==> config.mk <==
export PLATFORM = sky130hd
export DESIGN_NAME = div_gen_flat
export DESIGN_NICKNAME = d
export VERILOG_FILES = /design/src/rtl/div_pkg.sv /design/src/rtl/div_gen_if.sv /design/src/rtl/div_gen_step.sv /design/src/rtl/div_gen.sv /design/src/flat_wrapper.sv
export SDC_FILE = /design/constraint.sdc
export NUM_CORES = 1
export LEC_CHECK = 0
export CAP_MARGIN = 25
export CORE_AREA = 2 2 103 105
export CTS_BUF_LIST = sky130_fd_sc_hd__clkbuf_2 sky130_fd_sc_hd__clkbuf_4 sky130_fd_sc_hd__clkbuf_8
export DETAILED_ROUTE_END_ITERATION = 10
export DIE_AREA = 0 0 105 107
export GPL_ROUTABILITY_DRIVEN = 0
export GPL_TIMING_DRIVEN = 0
export HOLD_SLACK_MARGIN = 0.12
export PLACE_DENSITY = 0.74
export SLEW_MARGIN = 20
export SYNTH_ARGS = -nofsm -noshare
export SYNTH_HDL_FRONTEND = slang
export SYNTH_SLANG_ARGS = --single-unit
==> constraint.sdc <==
create_clock -name clk -period 2.7 [get_ports clk]
set_clock_uncertainty 0.2 [all_clocks]
set_input_delay 0.675 -clock clk [delete_from_list [all_inputs] [get_ports clk]]
set_output_delay 0.675 -clock clk [all_outputs]
set_load 0.02 [all_outputs]
==> src/rtl/div_pkg.sv <==
`default_nettype none
// ============================================================================
// Module      : div_pkg
// Description : Shared state encoding and default widths for the divider.
// Revision    : 1.0
// ============================================================================
package div_pkg;

    localparam int C_DW_DEF = 25;
    localparam int C_VW_DEF = 7;

    typedef enum logic [1:0] {
        S_IDLE = 2'h0,
        S_CALC = 2'h1,
        S_DONE = 2'h2
    } state_t;

endpackage
`default_nettype wire

==> src/rtl/div_gen_if.sv <==
`default_nettype none
// ============================================================================
// Module      : div_gen_if
// Description : Request/result bundle between a divider client and div_gen.
// Revision    : 1.0
// ============================================================================
interface div_gen_if import div_pkg::*; #(
    parameter int DW = C_DW_DEF,
    parameter int VW = C_VW_DEF
);
    logic          start_p;
    logic          abort_p;
    logic          is_signed;
    logic [DW-1:0] dividend;
    logic [VW-1:0] divisor;
    logic          busy;
    logic          done_p;
    logic [DW-1:0] quotient;
    logic [VW-1:0] remainder;
    logic          div0;
    logic          ovf;

    modport slave (
        input  start_p, abort_p, is_signed, dividend, divisor,
        output busy, done_p, quotient, remainder, div0, ovf
    );

    modport master (
        output start_p, abort_p, is_signed, dividend, divisor,
        input  busy, done_p, quotient, remainder, div0, ovf
    );
endinterface
`default_nettype wire

==> src/rtl/div_gen_step.sv <==
`default_nettype none
// ============================================================================
// Module      : div_gen_step
// Description : One combinational restoring-division iteration.
// Revision    : 1.0
// ============================================================================
module div_gen_step #(
    parameter int VW = 7
) (
    input  wire logic [VW-1:0] i_rem,
    input  wire logic          i_bit,
    input  wire logic [VW-1:0] i_dvs,
    output logic               o_q,
    output logic [VW-1:0]      o_rem
);
    logic [VW:0]   w_shift;
    logic [VW+1:0] w_diff;

    assign w_shift = {i_rem, i_bit};
    assign w_diff  = {1'b0, w_shift} - {2'b00, i_dvs};
    // Since i_rem < i_dvs, a non-negative trial is below i_dvs, so bit VW
    // can only be set together with the borrow bit.
    assign o_q     = ~|w_diff[VW+1:VW];
    assign o_rem   = o_q ? w_diff[VW-1:0] : w_shift[VW-1:0];
endmodule
`default_nettype wire

==> src/rtl/div_gen.sv <==
`default_nettype none
// ============================================================================
// Module      : div_gen
// Description : Sequential restoring divider, one quotient bit per cycle.
// Revision    : 1.0
// ============================================================================
module div_gen import div_pkg::*; #(
    parameter int DW        = C_DW_DEF,
    parameter int VW        = C_VW_DEF,
    parameter int SIGNED_EN = 1
) (
    input  wire logic clk,
    input  wire logic rstz,
    div_gen_if.slave  bus
);
    localparam int            CW       = $clog2(DW);
    localparam logic [CW-1:0] C_LAST   = CW'(DW - 1);
    localparam logic [DW-1:0] C_DD_MIN = {1'b1, {(DW-1){1'b0}}};

    state_t        r_state, w_next;
    logic [CW-1:0] r_cnt;
    logic [DW-1:0] r_num;
    logic [VW-1:0] r_rem, r_dvs;
    logic          r_neg_q, r_neg_r, r_ovf_c, r_div0_c;
    logic [DW-1:0] r_quot;
    logic [VW-1:0] r_remo;
    logic          r_done, r_div0, r_ovf;

    logic          w_sgn, w_dd_neg, w_dv_neg, w_q;
    logic [DW-1:0] w_dd_mag;
    logic [VW-1:0] w_dv_mag, w_rem_nxt;

    assign w_sgn    = (SIGNED_EN != 0) && bus.is_signed;
    assign w_dd_neg = w_sgn && bus.dividend[DW-1];
    assign w_dv_neg = w_sgn && bus.divisor[VW-1];
    assign w_dd_mag = w_dd_neg ? -bus.dividend : bus.dividend;
    assign w_dv_mag = w_dv_neg ? -bus.divisor  : bus.divisor;

    // r_num shifts dividend bits out of its MSB while quotient bits enter at the LSB.
    div_gen_step #(.VW(VW)) u_step (
        .i_rem (r_rem),
        .i_bit (r_num[DW-1]),
        .i_dvs (r_dvs),
        .o_q   (w_q),
        .o_rem (w_rem_nxt)
    );

    always_comb begin
        w_next = r_state;
        case (r_state)
            S_IDLE:  if (bus.start_p) w_next = (bus.divisor == '0) ? S_DONE : S_CALC;
            S_CALC:  if (bus.abort_p) w_next = S_IDLE;
                     else if (r_cnt == C_LAST) w_next = S_DONE;
            S_DONE:  w_next = S_IDLE;
            default: w_next = S_IDLE;
        endcase
    end

    always_ff @(posedge clk or negedge rstz) begin
        if (!rstz) r_state <= S_IDLE;
        else       r_state <= w_next;
    end

    always_ff @(posedge clk or negedge rstz) begin
        if (!rstz) begin
            r_cnt    <= '0;
            r_num    <= '0;
            r_rem    <= '0;
            r_dvs    <= '0;
            r_neg_q  <= 1'b0;
            r_neg_r  <= 1'b0;
            r_ovf_c  <= 1'b0;
            r_div0_c <= 1'b0;
            r_quot   <= '0;
            r_remo   <= '0;
            r_done   <= 1'b0;
            r_div0   <= 1'b0;
            r_ovf    <= 1'b0;
        end else begin
            case (r_state)
                S_IDLE: if (bus.start_p) begin
                    r_cnt    <= '0;
                    r_num    <= w_dd_mag;
                    r_rem    <= '0;
                    r_dvs    <= w_dv_mag;
                    r_neg_q  <= w_dd_neg ^ w_dv_neg;
                    r_neg_r  <= w_dd_neg;
                    r_ovf_c  <= w_sgn && (bus.dividend == C_DD_MIN) && (bus.divisor == '1);
                    r_div0_c <= (bus.divisor == '0);
                end
                S_CALC: begin
                    r_cnt <= r_cnt + CW'(1);
                    r_num <= {r_num[DW-2:0], w_q};
                    r_rem <= w_rem_nxt;
                end
                S_DONE: if (!bus.abort_p) begin
                    if (r_div0_c) begin
                        r_quot <= '1;
                        r_remo <= '0;
                        r_div0 <= 1'b1;
                        r_ovf  <= 1'b0;
                    end else begin
                        r_quot <= r_neg_q ? -r_num : r_num;
                        r_remo <= r_neg_r ? -r_rem : r_rem;
                        r_div0 <= 1'b0;
                        r_ovf  <= r_ovf_c;
                    end
                end
                default: ;
            endcase
            r_done <= (r_state == S_DONE) && !bus.abort_p;
        end
    end

    assign bus.busy      = (r_state != S_IDLE);
    assign bus.done_p    = r_done;
    assign bus.quotient  = r_quot;
    assign bus.remainder = r_remo;
    assign bus.div0      = r_div0;
    assign bus.ovf       = r_ovf;
endmodule
`default_nettype wire

==> src/flat_wrapper.sv <==
// flat-port wrapper written by rule: the top's interface ports become plain ports
module div_gen_flat import div_pkg::*;
#(
    parameter int DW        = C_DW_DEF,
    parameter int VW        = C_VW_DEF,
    parameter int SIGNED_EN = 1
)
  (clk, rstz, bus_start_p, bus_abort_p, bus_is_signed, bus_dividend, bus_divisor, bus_busy, bus_done_p, bus_quotient, bus_remainder, bus_div0, bus_ovf);
  div_gen_if #(.DW(DW), .VW(VW)) bus_i ();
  input  wire logic clk;
  input  wire logic rstz;
  input wire logic [$bits(bus_i.start_p)-1:0] bus_start_p;
  input wire logic [$bits(bus_i.abort_p)-1:0] bus_abort_p;
  input wire logic [$bits(bus_i.is_signed)-1:0] bus_is_signed;
  input wire logic [$bits(bus_i.dividend)-1:0] bus_dividend;
  input wire logic [$bits(bus_i.divisor)-1:0] bus_divisor;
  output wire logic [$bits(bus_i.busy)-1:0] bus_busy;
  output wire logic [$bits(bus_i.done_p)-1:0] bus_done_p;
  output wire logic [$bits(bus_i.quotient)-1:0] bus_quotient;
  output wire logic [$bits(bus_i.remainder)-1:0] bus_remainder;
  output wire logic [$bits(bus_i.div0)-1:0] bus_div0;
  output wire logic [$bits(bus_i.ovf)-1:0] bus_ovf;
  assign bus_i.start_p = bus_start_p;
  assign bus_i.abort_p = bus_abort_p;
  assign bus_i.is_signed = bus_is_signed;
  assign bus_i.dividend = bus_dividend;
  assign bus_i.divisor = bus_divisor;
  assign bus_busy = bus_i.busy;
  assign bus_done_p = bus_i.done_p;
  assign bus_quotient = bus_i.quotient;
  assign bus_remainder = bus_i.remainder;
  assign bus_div0 = bus_i.div0;
  assign bus_ovf = bus_i.ovf;
  div_gen #(.DW(DW), .VW(VW), .SIGNED_EN(SIGNED_EN)) u_core (.clk(clk), .rstz(rstz), .bus(bus_i));
endmodule
==> results <==
state kept, by name, indices dropped and copies added, names as in the netlist:
name	flops
u_core.bus.quotient	25
u_core.r_neg_r	1
u_core.r_cnt	5
u_core.bus.done_p	1
u_core.r_state	2
u_core.bus.ovf	1
u_core.r_ovf_c	1
u_core.bus.div0	1
u_core.r_dvs	7
u_core.r_div0_c	1
u_core.bus.remainder	7
u_core.r_neg_q	1
u_core.r_num	25
u_core.r_rem	7
Yosys cell counts (all sizes together), types with 3 or more instances:
master	n
o31ai	12
a22oi	13
inv	26
or3	9
a22o	6
a221o	4
a31oi	10
and4	3
nand3	11
a21oi	44
dfrtp	85
mux2i	6
o22ai	17
or2	3
nand4	3
nand2	51
nor4	3
clkbuf	28
nand2b	3
o21a	5
nor3	14
o21ai	44
xor2	27
ha	14
nor2	57
nor2b	5
xnor2	30
cell type report:
cell class | count | area [sq um]
Fill cell | 871 | 3760
Multi-Input combinational cell | 421 | 2780
Sequential cell | 85 | 2130
Timing Repair Buffer | 84 | 841
Tap cell | 136 | 170
Clock buffer | 9 | 124
Inverter | 28 | 109
Buffer | 26 | 100
Clock inverter | 7 | 73.8
per-stage QoR:
stage | util | instance area [sq um] | power, uW
after floorplan | - | 4990 | 3810
after global placement | 0.583 | 5890 | 4500
after detailed placement | 0.586 | 5910 | 4600
after CTS | 0.613 | 6180 | 5610
after global routing | 0.627 | 6330 | 6250
final | 0.627 | 6330 | 5850
critical path, cell delays in order (launching register included):
cell and delay [ps]:
dfrtp_1 420, inv_2 100, ha_4 150, fa_2 220, nor2b_2 60, o31a_1 280
o41a_1 400, mux2_4 320, and4_1 180, a221o_1 250
worst paths after layout:
check                      slack, ps        startpoint               to
min in group asynchronous        610              rstz  u_core.r_dvs[4]
max reg2reg                        9  u_core.r_num[24]  u_core.r_rem[3]
min reg2reg                      290   u_core.bus.div0  u_core.bus.div0
min                              290   u_core.bus.div0  u_core.bus.div0
max                                9  u_core.r_num[24]  u_core.r_rem[3]
max in group asynchronous       1080              rstz  u_core.r_rem[1]
placed cells by master (no fill, tap or decap), types with 17 or more instances in the layout:
cell type,count
o22ai_1,17
inv_1,21
nor2_1,54
xnor2_1,29
dfrtp_1,81
clkdlybuf4s50_1,67
a21oi_1,42
clkbuf_1,23
nand2_1,51
o21ai_0,44
xor2_1,27
routing by layer:
| layer | GRT usage | share of wire | vias to the layer above |
|---|---|---|---|
| met1 | 0.319 | 0.43 | 2186 |
| met2 | 0.372 | 0.46 | 233 |
| li1 | - | - | 2186 |
| met3 | 0.0371 | 0.080 | 23 |
| met5 | 0 | 0 | - |
| met4 | 0.111 | 0.023 | 0 |
cells by family after synthesis:
group / count (synthesis) / synth area share
AO/OA/AOI/OAI: 173 / 0.220
XOR/XNOR: 57 / 0.100
adder cells (fa/ha/maj): 15 / 0.0391
buffers and inverters: 57 / 0.0428
flip-flops: 85 / 0.426
multiplexers: 7 / 0.0143
AND/OR/NAND/NOR: 169 / 0.158
where the power goes:
group	internal [uW]	switching, uW
combinational	1260	1560
clock	432	481
sequential	1640	467
repair_timing:
action | CTS | global route
hold buffers | 1 | 0
gates resized for setup | 14 | 27
cloned | 0 | 0
pin swaps | 0 | 5
endpoints found under the hold margin | 38 | 0
setup endpoints to repair | 22 | 32
setup buffers | 2 | 8
==> flow_summary_export.csv <==
group,metric,value,unit
sta,fin_tns_setup,0,ps
sta,worst_pin_slew,689,ps
logic_synthesis,synth_cell_types,52,
floorplan,placementRows,37,
logic_synthesis,avgSynthCellArea,8.87,sq um
pwr,max-vdd-ir-drop,0.422,mV
sta,hold_violations,0,
floorplan,ios,73,
drt,wl_per_cell,16.4,um
worst_setup_path,reg2regPathDepth,9,
logic_synthesis,async_flop_share,1.00,
sta,hold_ws,287,ps
logic_synthesis,yosys_register_bits,85,
cts,clk_pin_slew,90,ps
drt,final_antenna_net_count,0,
cts,worstSkewPairLatency,370,ps
place,dp_cells,772,
floorplan,initial_core_util,0.495,
pwr,power_density,924,nW/um^2
place,port-buffer-count,72,
sta,min_period,2690,ps
floorplan,die_area,11200,sq um
global_route,track_usage,0.236,
cts,htree_levels,3,
sta,max_clock_freq,372,MHz
global_route,overflow,0,
cts,cts_inserted_buffers,9,
worst_setup_path,required,2750,ps
global_route,grt_pass1_wl,21.1,mm
cells_and_area,drive_above_1_share,0.0985,
drt,vias_per_cell,5.81,
run_status,status,"finished, final reports clean",
global_route,grt_pass1_vias,4377,
logic_synthesis,synth_edf_count,0,
cells_and_area,nets,707,
pwr,leakage,0.00259,uW
cts,cts.path.max_buffers,2,
logic_synthesis,synthFlopType,"dfrtp_1",
worst_hold_path,min_path_type,"flip-flop to flip-flop",
sta,finalCritPeriodShare,0.997,
job,maxCapViolCount,0,
worst_hold_path,hold_depth,2,
floorplan,die_w,105,um
cts,root_buffer,"clkbuf_8",
cells_and_area,stdcell_count,796,
drt,drt_first_pass_iters,6,
logic_synthesis,ys_seq_area_frac,0.426,
cells_and_area,antenna_cells,0,
drt,drc,0,
sta,slew_violations,0,
logic_synthesis,syn_nets,615,
global_route,grt_max_degree,48,
cts,cts_tree,"built",
worst_setup_path,critical_path.endpoint_type,"flip-flop",
logic_synthesis,syn_inst,563,
floorplan,coreArea,10100,sq um
logic_synthesis,syn-cell-area,4990,sq um
sta,slew_headroom,0.535,
worst_setup_path,path_max_fanout,4,
cells_and_area,area_delta_synth_final,26.7,%
logic_synthesis,ys_top_cells_by_area,"dfrtp_1 (43%), xnor2_1 (5.3%), xor2_1 (4.7%)",
place,dpl.hpwl,9.63,mm
logic_synthesis,yosys.area.top_type,"dfrtp_1",
sta,rsz0062_at_grt,"yes",
sta,finalSetupViolCount,0,
drt,finalWirelength,13.0,mm
logic_synthesis,yosys_warnings,0,
worst_setup_path,cp-start-kind,"flip-flop",
global_route,grt_antenna_before_repair,0,
drt,drt_first_iter_violations,434,
floorplan,die-height,107,um
cts,cts.sinks,85,
drt,num_vias,4628,
worst_setup_path,criticalPathCategory,"flip-flop to flip-flop",
place,dp_slack,-749,ps
sta,fin_ws,8.51,ps
logic_synthesis,yosys.area.top_type_share,0.426,
worst_setup_path,cp.arrival,2740,ps
(Power assumes the default switching activity.)
